### config.mk
export PLATFORM = sky130hd
export DESIGN_NAME = fu_issue_ctrl
export DESIGN_NICKNAME = d
export VERILOG_FILES = /design/src/rtl/dyser_pkg.sv /design/src/rtl/comp_logic.sv /design/src/rtl/fu_fifo.sv /design/src/rtl/fu_issue_ctrl.sv
export SDC_FILE = /design/constraint.sdc
export NUM_CORES = 1
export LEC_CHECK = 0
export CELL_PAD_IN_SITES_DETAIL_PLACEMENT = 0
export CELL_PAD_IN_SITES_GLOBAL_PLACEMENT = 1
export CORE_MARGIN = 2
export CORE_UTILIZATION = 40
export CTS_BUF_LIST = sky130_fd_sc_hd__clkbuf_8
export DETAILED_ROUTE_END_ITERATION = 6
export PLACE_DENSITY_LB_ADDON = 0.1
export SLEW_MARGIN = 10
export SYNTH_ARGS = -nofsm -noshare
export SYNTH_HDL_FRONTEND = slang
export SYNTH_HIERARCHICAL = 1
export SYNTH_SLANG_ARGS = --single-unit
### constraint.sdc
create_clock -name clk -period 5.2 [get_ports clk]
set_input_delay 1.04 -clock clk [delete_from_list [all_inputs] [get_ports clk]]
set_output_delay 1.04 -clock clk [all_outputs]
set_load 0.05 [all_outputs]
### src/rtl/dyser_pkg.sv
// Shared state encoding, conf word fields and widths
// for the function-unit issue controller.
`ifndef DYSER_DATA_W
`define DYSER_DATA_W 32
`endif

package dyser_pkg;

    localparam int DATA_W = `DYSER_DATA_W;
    localparam int CONF_W = 16;
    localparam int CNT_W  = 16;

    localparam int CONF_EN_LO = 0;
    localparam int CONF_EN_HI = 1;
    localparam int CONF_OP_LO = 4;
    localparam int CONF_OP_HI = 7;

    typedef enum logic [1:0] {
        ST_IDLE  = 2'd0,
        ST_RUN   = 2'd1,
        ST_DRAIN = 2'd2
    } state_t;

    typedef enum logic [3:0] {
        OP_ADD = 4'd0,
        OP_XOR = 4'd1,
        OP_AND = 4'd2,
        OP_OR  = 4'd3,
        OP_SUB = 4'd4
    } fu_op_t;

    // A zero enable field means the unit stays unconfigured.
    function automatic logic conf_enabled(
        input logic [CONF_W-1:0] c
    );
        return c[CONF_EN_HI:CONF_EN_LO] != 2'b00;
    endfunction

endpackage

### src/rtl/comp_logic.sv
// Combinational function-unit datapath selected by the
// opcode field of the configuration word.
module comp_logic
    import dyser_pkg::*;
(
    input  logic              ready_in,
    input  logic [CONF_W-1:0] conf,
    input  logic [DATA_W-1:0] a,
    input  logic [DATA_W-1:0] b,
    output logic [DATA_W-1:0] result,
    output logic              done
);

    fu_op_t w_op;
    logic   w_unused_conf;

    assign w_op = fu_op_t'(conf[CONF_OP_HI:CONF_OP_LO]);
    assign w_unused_conf = ^{conf[CONF_W-1:CONF_OP_HI+1],
                             conf[CONF_OP_LO-1:0]};
    assign done = ready_in;

    always_comb begin
        result = a + b;
        unique case (w_op)
            OP_ADD:  result = a + b;
            OP_XOR:  result = a ^ b;
            OP_AND:  result = a & b;
            OP_OR:   result = a | b;
            OP_SUB:  result = a - b;
            default: result = a + b;
        endcase
    end

endmodule

### src/rtl/fu_fifo.sv
// Small synchronous FIFO used for operand and result
// buffering; caller guarantees push only with space.
module fu_fifo #(
    parameter int DEPTH = 2,
    parameter int WIDTH = 32
) (
    input  logic             clk,
    input  logic             rst,
    input  logic             i_push,
    input  logic [WIDTH-1:0] i_din,
    input  logic             i_pop,
    output logic [WIDTH-1:0] o_dout,
    output logic             o_full,
    output logic             o_empty
);

    localparam int AW = $clog2(DEPTH);

    logic [WIDTH-1:0] r_mem [DEPTH];
    logic [AW-1:0]    r_wptr;
    logic [AW-1:0]    r_rptr;
    logic [AW:0]      r_cnt;

    always_ff @(posedge clk) begin
        if (rst) begin
            r_wptr <= '0;
            r_rptr <= '0;
            r_cnt  <= '0;
        end else begin
            if (i_push) r_wptr <= r_wptr + 1'b1;
            if (i_pop)  r_rptr <= r_rptr + 1'b1;
            if (i_push && !i_pop)
                r_cnt <= r_cnt + 1'b1;
            else if (!i_push && i_pop)
                r_cnt <= r_cnt - 1'b1;
        end
    end

    always_ff @(posedge clk) begin
        if (i_push) r_mem[r_wptr] <= i_din;
    end

    assign o_dout  = r_mem[r_rptr];
    assign o_full  = (r_cnt == DEPTH[AW:0]);
    assign o_empty = (r_cnt == '0);

endmodule

### src/rtl/fu_issue_ctrl.sv
// Issue controller: buffers left/right operands, fires the
// FU when both heads meet, and sequences reconfiguration.
module fu_issue_ctrl
    import dyser_pkg::*;
#(
    parameter int IN_DEPTH  = 2,
    parameter int OUT_DEPTH = 2
) (
    input  logic              clk,
    input  logic              rst,
    input  logic              conf_valid,
    input  logic [CONF_W-1:0] conf_data,
    output logic              conf_ready,
    input  logic              l_valid,
    input  logic [DATA_W-1:0] l_data,
    output logic              l_ready,
    input  logic              r_valid,
    input  logic [DATA_W-1:0] r_data,
    output logic              r_ready,
    output logic              out_valid,
    output logic [DATA_W-1:0] out_data,
    input  logic              out_ready,
    output logic              busy,
    output logic [CNT_W-1:0]  fire_cnt
);

    state_t            r_state;
    state_t            w_state_nxt;
    logic [CONF_W-1:0] r_conf;
    logic [CONF_W-1:0] w_conf_nxt;
    logic [CNT_W-1:0]  r_fire_cnt;

    logic              w_l_full, w_l_empty;
    logic              w_r_full, w_r_empty;
    logic              w_o_full, w_o_empty;
    logic [DATA_W-1:0] w_l_head, w_r_head;
    logic [DATA_W-1:0] w_fu_result;
    logic              w_fu_done_unused;
    logic              w_l_push, w_r_push;
    logic              w_o_pop, w_fire;

    assign w_l_push = l_valid && l_ready;
    assign w_r_push = r_valid && r_ready;
    assign w_o_pop  = out_valid && out_ready;

    // A full result buffer may still accept when it pops.
    assign w_fire = (r_state != ST_IDLE) && !w_l_empty &&
                    !w_r_empty && (!w_o_full || w_o_pop);

    assign out_valid = !rst && !w_o_empty;
    assign busy      = !rst && ((r_state != ST_IDLE) ||
                       !w_l_empty || !w_r_empty || !w_o_empty);
    assign fire_cnt  = r_fire_cnt;

    always_comb begin
        w_state_nxt = r_state;
        w_conf_nxt  = r_conf;
        conf_ready  = 1'b0;
        l_ready     = 1'b0;
        r_ready     = 1'b0;
        unique case (r_state)
            ST_IDLE: begin
                conf_ready = 1'b1;
                if (conf_valid && conf_enabled(conf_data)) begin
                    w_conf_nxt  = conf_data;
                    w_state_nxt = ST_RUN;
                end
            end
            ST_RUN: begin
                l_ready = !w_l_full;
                r_ready = !w_r_full;
                if (conf_valid) w_state_nxt = ST_DRAIN;
            end
            ST_DRAIN: begin
                conf_ready = w_l_empty && w_r_empty && w_o_empty;
                if (conf_valid && conf_ready) begin
                    w_conf_nxt  = conf_data;
                    w_state_nxt = conf_enabled(conf_data) ?
                                  ST_RUN : ST_IDLE;
                end
            end
            default: w_state_nxt = ST_IDLE;
        endcase
        if (rst) begin
            conf_ready = 1'b1;
            l_ready    = 1'b0;
            r_ready    = 1'b0;
        end
    end

    always_ff @(posedge clk) begin
        if (rst) begin
            r_state    <= ST_IDLE;
            r_conf     <= '0;
            r_fire_cnt <= '0;
        end else begin
            r_state <= w_state_nxt;
            r_conf  <= w_conf_nxt;
            if (w_fire) r_fire_cnt <= r_fire_cnt + 1'b1;
        end
    end

    fu_fifo #(.DEPTH(IN_DEPTH), .WIDTH(DATA_W)) u_l_fifo (
        .clk    (clk),
        .rst    (rst),
        .i_push (w_l_push),
        .i_din  (l_data),
        .i_pop  (w_fire),
        .o_dout (w_l_head),
        .o_full (w_l_full),
        .o_empty(w_l_empty)
    );

    fu_fifo #(.DEPTH(IN_DEPTH), .WIDTH(DATA_W)) u_r_fifo (
        .clk    (clk),
        .rst    (rst),
        .i_push (w_r_push),
        .i_din  (r_data),
        .i_pop  (w_fire),
        .o_dout (w_r_head),
        .o_full (w_r_full),
        .o_empty(w_r_empty)
    );

    fu_fifo #(.DEPTH(OUT_DEPTH), .WIDTH(DATA_W)) u_o_fifo (
        .clk    (clk),
        .rst    (rst),
        .i_push (w_fire),
        .i_din  (w_fu_result),
        .i_pop  (w_o_pop),
        .o_dout (out_data),
        .o_full (w_o_full),
        .o_empty(w_o_empty)
    );

    comp_logic u_fu (
        .ready_in(w_fire),
        .conf    (r_conf),
        .a       (w_l_head),
        .b       (w_r_head),
        .result  (w_fu_result),
        .done    (w_fu_done_unused)
    );

endmodule

Yosys cells after proc, flatten, opt, wreduce, memory -nomap -nowiden
Memory sizes are Yosys's and may differ from the RTL's. A register that Yosys moved wholly into a read port is not among the register bits.
Index checks and enable logic that the tools add are counted.
{"block": "op_classes", "add_sub_neg": 15, "eq_ne": 12, "muxes": 33, "bitwise_logic": 3, "reduce_logical": 45}
{"cell": "32-bit one-hot mux with 4 select lines", "n": 1}
{"cell": "32-bit adder", "n": 1}
{"cell": "32-bit AND", "n": 1}
{"cell": "32-bit OR", "n": 1}
{"cell": "32-bit subtractor", "n": 1}
{"cell": "32-bit XOR", "n": 1}
{"cell": "1-bit logical AND", "n": 18}
{"cell": "1-bit two-way mux", "n": 18}
{"cell": "2-bit two-way mux", "n": 9}
{"cell": "16-bit by 1-bit adder with 16-bit output, second input constant", "n": 1}
{"cell": "8-bit two-way mux", "n": 2}
{"cell": "8-bit one-hot mux with 2 select lines", "n": 1}
{"cell": "2-bit nonzero test", "n": 6}
{"cell": "1-bit zero test", "n": 11}
{"cell": "2-bit == test, second input constant", "n": 4}
{"cell": "4-bit by 2-bit == test with 1-bit output, second input constant", "n": 2}
{"cell": "2-bit zero test", "n": 4}
{"cell": "1-bit adder, second input constant", "n": 6}
{"cell": "2-bit by 1-bit adder with 2-bit output, second input constant", "n": 3}
{"cell": "2-bit inequality test, second input constant", "n": 3}
{"cell": "2-bit one-hot mux with 3 select lines", "n": 1}
{"cell": "3-bit AND reduction", "n": 2}
{"cell": "2-bit by 1-bit subtractor with 2-bit output, second input constant", "n": 3}
{"cell": "4-bit by 1-bit == test with 1-bit output, second input constant", "n": 1}
{"cell": "other kinds (4)", "n": 7}
{"block": "totals", "register_bits": 38, "mem_bits_rw": 192, "inputBits": 86, "memories": 3}
{"name": "u_l_fifo.r_mem", "words": 2, "width": 32, "read_ports": 1, "rd_ports_with_merged_regs": 1, "write_ports": 1, "line_no": "fu_fifo.sv:19", "rtl": "logic [WIDTH-1:0] r_mem [DEPTH];"}
{"name": "u_o_fifo.r_mem", "words": 2, "width": 32, "read_ports": 1, "rd_ports_with_merged_regs": 1, "write_ports": 1, "line_no": "fu_fifo.sv:19"}
{"name": "u_r_fifo.r_mem", "words": 2, "width": 32, "read_ports": 1, "rd_ports_with_merged_regs": 1, "write_ports": 1, "line_no": "fu_fifo.sv:19"}

Depth between registers and ports, before layout
Gate-level depths: netlist (run 1).
{"block": "depth", "ltp_word": 10, "depth_mapped": 20, "mapped_depth_nobuf": 17}

Modules after synthesis
Netlist (run 1), hierarchy kept.
{"mod": "fu_fifo", "n_inst": 3, "cells_each": 122, "area_each_um2": 2517.4}
{"mod": "comp_logic", "n_inst": 1, "cells_each": 649, "area_each_um2": 4419.2}
{"mod": "fu_issue_ctrl", "n_inst": 1, "cells_each": 172, "area_each_um2": 1550.2}

Least setup slack after synthesis (run 1)
Ideal clock, no wire load.
{"block": "synth_path", "path_type": "reg2reg", "start": "reg (tool-made name)", "end": "mem u_o_fifo.r_mem[0][31], data pin", "arrival_time_ps": 4521, "t_required_ps": 4940, "setup_slack_ps": 419, "path_stages_with_launch": 19, "n_path_buf": 4, "synth_period_minus_slack_ps": 4781, "cell_sequence": "dfxtp_1 -> clkbuf_2 -> buf_4 -> mux2_2 -> inv_1 -> ha_1 -> nand3_1 -> or4_1 -> buf_2 -> or4_4 -> or3_4 -> o31ai_4 -> xnor2_1 -> ha_1 -> clkbuf_1 -> nand4_1 -> or4_1 -> a311o_1 -> o221a_2"}
{"item": "end: declaration", "line_no": "fu_fifo.sv:19"}

==> reports/summary.txt, run 1 <==
met3 wire len -> 2321 µm
Die Area -> 34240 µm²
Crit Path Class -> flop to flop
crit path DAT -> 5150 ps
Req. time, crit path -> 5490 ps
# setup viols final -> 0
worst hold path cell count -> 2
antenna violations before repair -> 2
overall routed net length -> 32240 µm
net count after synthesis -> 1337
overall routing resource usage -> 0.1918
vias in the first global route -> 8994
fin crit share -> 0.9341
Resized cells post-CTS -> 0
htree depth -> 2
nature of the critical path endpoint -> flop
Detailed Route Iter0 Violations -> 568
Post-CTS Repair Setup Buffers -> 0
Port Buffers -> 128
fin cells -> 1771
GRT Residual Overflow -> 0
Starting Density -> 0.4050
Met1 Routed Length -> 16050 µm
Sink Count -> 229
setup_tns -> 0 ps
commonest non-fill, non-tap cell in the layout -> edfxtp_1
Max Cap Viol -> 0
drc violations -> 0
Synth Cell Area -> 13110 µm²
total length of routed met2 wires -> 13280 µm
antenna-violating nets left -> 0
IO Pins -> 139
Min-Delay Path Class -> flop to flop
CTS tree -> yes
type of origin of the critical path -> flop
pre-CTS setup slack -> 201.3 ps
worst vdd ir -> 0.1311 mV
unrepaired setup endpoints after global routing -> false
worst slew pin tran -> 1065 ps
Die Ht -> 185.0 µm
utilization after layout -> 0.4855
CTS max path bufs -> 3
post-placement cell count -> 1698
WL per Instance -> 18.20 µm
fin worst setup slack -> 342.8 ps
DR vias/cell -> 5.163
Worst R2R Path Depth -> 14
fmax -> 205.9 MHz
synth warn -> 6
flop2flop setup slack -> 340 ps
Area Overhead vs Synth -> 19.88%
Core Area -> 32370 µm²
Pleak -> 0.005902 µW
Sequential Area -> 6507 µm²
layout cells sized above 1 -> 0.1521
most frequent cells in the layout -> edfxtp_1 (192), clkdlybuf4s50_1 (128), ha_1 (99), inv_1 (97), mux2_2 (91)
global-route wire length before repair -> 50580 µm
final hold vios -> 0
row count -> 66
final clock skew -> 22.60 ps
max layer used -> met5
FILL cells -> 3033
hpwl dp -> 23350 µm
synthesized area per cell -> 11.40 µm²
relative slew slack -> 0.2890
insertion delay to the later sink of the worst-skew pair -> 550 ps
routed vias -> 9143
Placer Congestion -> 0.8560
Max Slew Vio Count -> 0
DR pass1 iterations -> 5
CTS Buf Count -> 39
fin crit period -> 4857 ps
status -> finished, final reports clean
CP Max Fanout -> 19
Clock transition at path regs -> 60 ps
Fin Hold WS -> 488.7 ps
Pwr per Cell Area -> 269.5 nW/µm²
Nets -> 1484
CTS root buffer -> clkbuf_8
pin count of the biggest net entering global routing -> 53
cells after synthesis -> 1150
Post-CTS Hold Fix Bufs -> 0
Multi-input gate area -> 6102 µm²
Die X -> 185.0 µm
## power by group
part,internal [µW],switching (µW),total [µW]
logic,267,384,652
clock network,816,716,1530
registers,2040,9.94,2050
total,3120,1110,4230
## flip-flops by register name, summed over array words and instances, names as in the netlist, named ones only
register / flops
u_l_fifo/r_rptr: 1
u_o_fifo/r_wptr: 1
u_r_fifo/r_rptr: 1
u_o_fifo/r_cnt: 2
u_l_fifo/r_cnt: 2
u_r_fifo/r_wptr: 1
r_state: 2
u_r_fifo/r_mem: 64
u_l_fifo/r_wptr: 1
u_o_fifo/r_mem: 64
u_o_fifo/r_rptr: 1
u_l_fifo/r_mem: 64
fire_cnt: 16
r_conf: 4
u_r_fifo/r_cnt: 2
## routing by layer
metal,vias up,track usage
li1,4554,-
met1,4306,0.2836
met2,235,0.2791
met3,46,0.04935
met4,2,0.04667
met5,-,0
## final timing paths
path                                               to         start
worst min-delay path                     fire_cnt[15]  fire_cnt[15]
worst min register to register           fire_cnt[15]  fire_cnt[15]
worst max-delay path            u_o_fifo/r_mem[1][31]          flop
worst max register to register  u_o_fifo/r_mem[1][31]          flop
## layout make-up
| type | instances | area share |
|---|---|---|
| Sequential cell | 229 | 0.4141 |
| Multi-Input combinational cell | 791 | 0.3883 |
| Timing Repair Buffer | 159 | 0.09713 |
| Tap cell | 442 | 0.03519 |
| Clock buffer | 40 | 0.03503 |
| Inverter | 77 | 0.01839 |
| Clock inverter | 32 | 0.01170 |
| Antenna cell | 1 | 0.0001592 |
## through the flow
step           area, µm²  total power (µW)
5_1_grt            15710              4437
2_1_floorplan      13110              2503
3_5_place_dp       14970              2734
6_report           15720              4235
4_1_cts            15700              4298
3_3_place_gp       14970              2727
## worst max-delay path, stage by stage (launching register included)
cell     delay [ps]
dfxtp_1         350
buf_12          180
mux2_2          390
inv_1           110
ha_1            210
nand3_1         120
or4_4           540
or4_4           560
o41ai_1         320
xnor2_1         140
ha_1            490
nand4_1         160
or4_1           530
a311o_1         370
o221a_2         150
Power figures use the tool's default switching activity.
==> inputs of run 2 (changes only) <==
Settings changed: CELL_PAD_IN_SITES_DETAIL_PLACEMENT 0 to 1, CELL_PAD_IN_SITES_GLOBAL_PLACEMENT 1 to 2, SETUP_SLACK_MARGIN set to 0.5.
==> run 2 against run 1 <==
Cell count grew 1.0%. Sequential power is essentially flat. Register-to-register slack gained 220 ps. Critical path type unchanged. Critical endpoint is now u_o_fifo/r_mem[0][31]. Highest routed layer unchanged.
==> reports/summary.txt, run 2 (synthesis results as in run 1) <==
routed vias -> 9430 (was 9143)
antenna-violating nets left -> 0 (unchanged)
Max Cap Viol -> 0 (unchanged)
overall routing resource usage -> 0.2081 (was 0.1918)
IO Pins -> 139 (unchanged)
GRT Residual Overflow -> 0 (unchanged)
commonest non-fill, non-tap cell in the layout -> edfxtp_1 (unchanged)
hpwl dp -> 25750 µm (was 23350 µm)
Post-CTS Hold Fix Bufs -> 0 (unchanged)
drc violations -> 0 (unchanged)
vias in the first global route -> 9830 (was 8994)
fmax -> 215.5 MHz (was 205.9 MHz)
Worst R2R Path Depth -> 13 (was 14)
Max Slew Vio Count -> 0 (unchanged)
biggest regs -> u_l_fifo/r_mem: 64 flops, u_o_fifo/r_mem: 64 flops, u_r_fifo/r_mem: 64 flops (unchanged)
nature of the critical path endpoint -> flop (unchanged)
crit path DAT -> 4940 ps (was 5150 ps)
overall routed net length -> 35070 µm (was 32240 µm)
fin cells -> 1789 (was 1771)
DR vias/cell -> 5.271 (was 5.163)
Hold Startpoint -> fire_cnt[15] (unchanged)
global-route wire length before repair -> 54770 µm (was 50580 µm)
fin crit share -> 0.8924 (was 0.9341)
antenna violations before repair -> 3 (was 2)
worst slew pin tran -> 1060 ps (was 1065 ps)
post-placement cell count -> 1692 (was 1698)
Port Buffers -> 128 (unchanged)
row count -> 66 (unchanged)
Area Overhead vs Synth -> 23.50% (was 19.88%)
most frequent cells in the layout -> edfxtp_1 (192), clkdlybuf4s50_1 (128), ha_1 (92), inv_1 (87), mux2_2 (81) (was edfxtp_1 (192), clkdlybuf4s50_1 (128), ha_1 (99), inv_1 (97), mux2_2 (91))
# setup viols final -> 0 (unchanged)
Die Ht -> 185.0 µm (unchanged)
Detailed Route Iter0 Violations -> 373 (was 568)
Die X -> 185.0 µm (unchanged)
Starting Density -> 0.4050 (unchanged)
unrepaired setup endpoints after global routing -> true (was false)
Placer Congestion -> 0.8063 (was 0.8560)
utilization after layout -> 0.5001 (was 0.4855)
Clock transition at path regs -> 60 ps (about the same)
pin count of the biggest net entering global routing -> 53 (unchanged)
layout cells sized above 1 -> 0.1960 (was 0.1521)
post-route cell area -> 16190 µm² (was 15720 µm²)
crit path capture -> u_o_fifo/r_mem[0][31] (was u_o_fifo/r_mem[1][31])
type of origin of the critical path -> flop (unchanged)
fin crit period -> 4640 ps (was 4857 ps)
Die Area -> 34240 µm² (unchanged)
CTS tree -> yes (unchanged)
Pleak -> 0.006085 µW (was 0.005902 µW)
setup_tns -> 0 ps (unchanged)
CTS max path bufs -> 3 (unchanged)
Sink Count -> 229 (unchanged)
worst vdd ir -> 0.1853 mV (was 0.1311 mV)
Min-Delay Path Class -> flop to flop (unchanged)
Nets -> 1505 (was 1484)
Crit Path Class -> flop to flop (unchanged)
Core Area -> 32370 µm² (unchanged)
htree depth -> 2 (unchanged)
relative slew slack -> 0.2921 (was 0.2890)
Pwr per Cell Area -> 268.3 nW/µm² (was 269.5 nW/µm²)
CTS root buffer -> clkbuf_8 (unchanged)
final clock skew -> 17.78 ps (was 22.60 ps)
n_diodes -> 0 (was 1)
worst r2r dst -> u_o_fifo/r_mem[0][31] (was u_o_fifo/r_mem[1][31])
Power Total -> 4343 µW (was 4235 µW)
CTS Buf Count -> 40 (was 39)
placed cell area -> 14920 µm² (was 14970 µm²)
flop2flop setup slack -> 560 ps (was 340 ps)
WL per Instance -> 19.60 µm (was 18.20 µm)
insertion delay to the later sink of the worst-skew pair -> 560 ps (was 550 ps)
DR pass1 iterations -> 4 (was 5)
CP Max Fanout -> 7 (was 19)
status -> finished, final reports clean (unchanged)
final hold vios -> 0 (unchanged)
Req. time, crit path -> 5500 ps (was 5490 ps)
-- run 2: cell types whose count changed in the layout (fill, tap and decap cells not counted), sizes merged --
cell / before / now
clkinvlp: 1 / 0
inv: 99 / 91
diode: 1 / 0
buf: 31 / 51
clkinv: 7 / 14
clkbuf: 40 / 41
-- run 2: timing repair --
item | 4_1_cts | 5_1_grt
endpoints found under the hold margin | 0 | 0
gates cloned | 1 | 0
gates resized for setup | 28 | 45
buffers inserted | 12 | 13
pin swaps | 14 | 14
endpoints found under the setup margin | 18 | 22
-- run 2: cell type report --
class	count	area, µm²
flip-flops and latches	229	6511
repair buffers	179	1717
well taps	442	553.0
inverters	77	289.0
multi-input cells	791	6354
fillers	3461	16180
clock inverters	30	201.4
clock buffers	41	564.3
-- run 2: layer usage --
metal | vias to the layer above | routed length (µm) | track usage
met2 | 183 | 15460 | 0.3290
li1 | 4590 | - | -
met4 | 4 | 612 | 0.04857
met3 | 49 | 2039 | 0.05092
met5 | - | 25 | 0
met1 | 4604 | 16930 | 0.2883
-- run 2: power by group --
group / switching, µW / internal [µW]
Clock: 747 / 841
Combinational: 408 / 295
Sequential: 10.7 / 2040
Total: 1170 / 3180
-- run 2: critical path, cell delays in order (launching register included) --
cell and delay, ps:
dfxtp_4 380, buf_12 140, mux2_4 310, or3_4 390, or4_4 530, or4_4 570, or3_4 380, nand2_2 100
xnor2_2 60, ha_1 370, nand4_1 140, or4_4 500, a311o_1 360, o221a_2 150
-- run 2: worst min path at each step --
| stage | to | slack [ps] | cells past startpoint |
|---|---|---|---|
| finish | fire_cnt[15] | 480 | 2 |
| CTS | fire_cnt[15] | 480 | 2 |
| floorplan | r_conf[4] | 460 | 2 |
| global route | fire_cnt[15] | 520 | 2 |
| global placement | fire_cnt[15] | 460 | 2 |
| detailed placement | fire_cnt[15] | 470 | 2 |
-- run 2: metrics by stage --
stage	setup WS, ps	hold slack [ps]
final	559.7	477.2
after floorplan	505.5	458.3
after CTS	502.7	481.7
after global routing	460.1	521.5
after global placement	197.1	461.7
after detailed placement	151.1	473.5
==> inputs of run 3 (changes only) <==
Clock period 5.2 ns to 5 ns, I/O delays scaled along.
==> run 3 against run 2 <==
Die area unchanged. Via count up 0.20%. Utilization up 0.070 points. Cell count up 0.39%. Clock-buffer cell count unchanged. Highest routed layer unchanged. Total power up 1.9%. Clock power about the same. Combinational power up 4.1%. Worst setup slack worse by 140 ps. Sequential power up 4%. Flip-flop and latch count unchanged.
==> reports/summary.txt, run 3 (synthesis results as in run 1) <==
unrepaired setup endpoints after global routing -> true (unchanged)
Max Cap Viol -> 0 (unchanged)
Power Total -> 4426 µW (was 4343 µW)
Starting Density -> 0.4050 (unchanged)
setup_tns -> 0 ps (unchanged)
Post-CTS Hold Fix Bufs -> 0 (unchanged)
DR vias/cell -> 5.261 (was 5.271)
CTS Buf Count -> 40 (unchanged)
Sequential Area -> 6511 µm² (unchanged)
Sink Count -> 229 (unchanged)
insertion delay to the later sink of the worst-skew pair -> 540 ps (was 560 ps)
Req. time, crit path -> 5280 ps (was 5500 ps)
pin count of the biggest net entering global routing -> 53 (unchanged)
Placer Congestion -> 0.8249 (was 0.8063)
DR pass1 iterations -> 5 (was 4)
most frequent cells in the layout -> edfxtp_1 (192), clkdlybuf4s50_1 (128), ha_1 (96), inv_1 (86) (was edfxtp_1 (192), clkdlybuf4s50_1 (128), ha_1 (92), inv_1 (87), mux2_2 (81))
Max Slew Vio Count -> 0 (unchanged)
drc violations -> 0 (unchanged)
Min-Delay Path Class -> flop to flop (unchanged)
FILL cells -> 3493 (was 3461)
htree depth -> 2 (unchanged)
overall routing resource usage -> 0.2097 (was 0.2081)
Die X -> 185.0 µm (unchanged)
IO Pins -> 139 (unchanged)
row count -> 66 (unchanged)
antenna-violating nets left -> 0 (unchanged)
hpwl dp -> 25790 µm (was 25750 µm)
Port Buffers -> 128 (unchanged)
Die Area -> 34240 µm² (unchanged)
fin crit share -> 0.9161 (was 0.8924)
vias in the first global route -> 10018 (was 9830)
worst vdd ir -> 0.1555 mV (was 0.1853 mV)
fin crit period -> 4580 ps (was 4640 ps)
Crit Path Class -> flop to flop (unchanged)
overall routed net length -> 35180 µm (was 35070 µm)
Multi-input gate area -> 6351 µm² (was 6354 µm²)
Clock transition at path regs -> 60 ps (about the same)
type of origin of the critical path -> flop (unchanged)
Core Area -> 32370 µm² (unchanged)
Die Ht -> 185.0 µm (unchanged)
final clock skew -> 10.60 ps (was 17.78 ps)
CTS tree -> yes (unchanged)
relative slew slack -> 0.3669 (was 0.2921)
final hold vios -> 0 (unchanged)
CTS max path bufs -> 3 (unchanged)
Nets -> 1513 (was 1505)
global-route wire length before repair -> 55410 µm (was 54770 µm)
Area Overhead vs Synth -> 23.67% (was 23.50%)
Pwr per Cell Area -> 273.0 nW/µm² (was 268.3 nW/µm²)
fmax -> 218.3 MHz (was 215.5 MHz)
status -> finished, final reports clean (unchanged)
commonest non-fill, non-tap cell in the layout -> edfxtp_1 (unchanged)
CTS root buffer -> clkbuf_8 (unchanged)
biggest regs -> u_l_fifo/r_mem: 64 flops, u_o_fifo/r_mem: 64 flops, u_r_fifo/r_mem: 64 flops (unchanged)
antenna violations before repair -> 5 (was 3)
WL per Instance -> 19.59 µm (was 19.60 µm)
# setup viols final -> 0 (unchanged)
Pleak -> 0.006102 µW (was 0.006085 µW)
GRT Residual Overflow -> 0 (unchanged)
nature of the critical path endpoint -> flop (unchanged)
crit path DAT -> 4860 ps (was 4940 ps)
CP Max Fanout -> 5 (was 7)
routed vias -> 9449 (was 9430)
layout cells sized above 1 -> 0.1969 (was 0.1960)
Detailed Route Iter0 Violations -> 458 (was 373)
worst slew pin tran -> 949.6 ps (was 1060 ps)
## run 3: changes by cell type in the layout (fill, tap and decap cells not counted), sizes merged
cell / change
buf: +8
clkinv: -5
diode: +3
bufinv: -1
clkinvlp: +2
## run 3: power by group
part,leakage (µW),total (µW),switching (µW),internal (µW)
clock network,0.000405,1560,746,815
registers,0.00203,2130,10.5,2120
logic,0.00367,732,424,308
## run 3: cell type report
cell class | instances | area share
Clock buffer | 41 | 0.03481
Sequential cell | 229 | 0.4016
Clock inverter | 26 | 0.009107
Multi-Input combinational cell | 791 | 0.3918
Tap cell | 442 | 0.03411
Inverter | 77 | 0.01783
Antenna cell | 3 | 0.0004631
Timing Repair Buffer | 187 | 0.1103
## run 3: repair_timing
action / 4_1_cts / 5_1_grt
buffers inserted: 15 / 2
gates cloned: 2 / 0
endpoints found under the setup margin: 18 / 22
resized for setup: 49 / 15
pin swaps: 20 / 5
## run 3: worst paths after layout
kind / start / to / slack (ps) / cells past startpoint
setup / recovery: flop / u_o_fifo/r_mem[0][31] / 420 / 13
hold / removal: fire_cnt[15] / fire_cnt[15] / 480 / 2
setup reg to reg: flop / u_o_fifo/r_mem[0][31] / 420 / 13
hold reg to reg: fire_cnt[15] / fire_cnt[15] / 480 / 2
## run 3: layer usage
| layer | vias to the layer above | wire, µm | GRT usage |
|---|---|---|---|
| met2 | 175 | 15290 | 0.3285 |
| met4 | 6 | 618 | 0.05175 |
| met3 | 45 | 1832 | 0.04738 |
| met5 | - | 39 | 0 |
| li1 | 4610 | - | - |
| met1 | 4613 | 17390 | 0.2941 |
## run 3: worst max-delay path, stage by stage, from the launching register on
cell	delay [ps]
dfxtp_4	410
buf_12	150
mux2_4	310
or3_4	390
or3_4	350
or4_4	510
or3_4	430
o41ai_4	300
xnor2_1	150
ha_1	320
nand4_1	130
or4_4	440
a311o_1	290
o221a_4	140
## run 3: stage by stage
| stage | std cells | setup slack (ps) | hold slack [ps] | util | area [µm²] |
|---|---|---|---|---|---|
| final | 1796 | 419.6 | 479.0 | 0.5008 | 16210 |
| after global routing | 1793 | 310.2 | 514.8 | 0.5006 | 16200 |
| after CTS | 1791 | 420.3 | 484.9 | 0.4982 | 16130 |
| after detailed placement | 1707 | 133.1 | 476.1 | 0.4653 | 15060 |
| after global placement | 1707 | 136.6 | 461.8 | 0.4653 | 15060 |
| after floorplan | 1150 | 402.5 | 458.3 | - | 13180 |
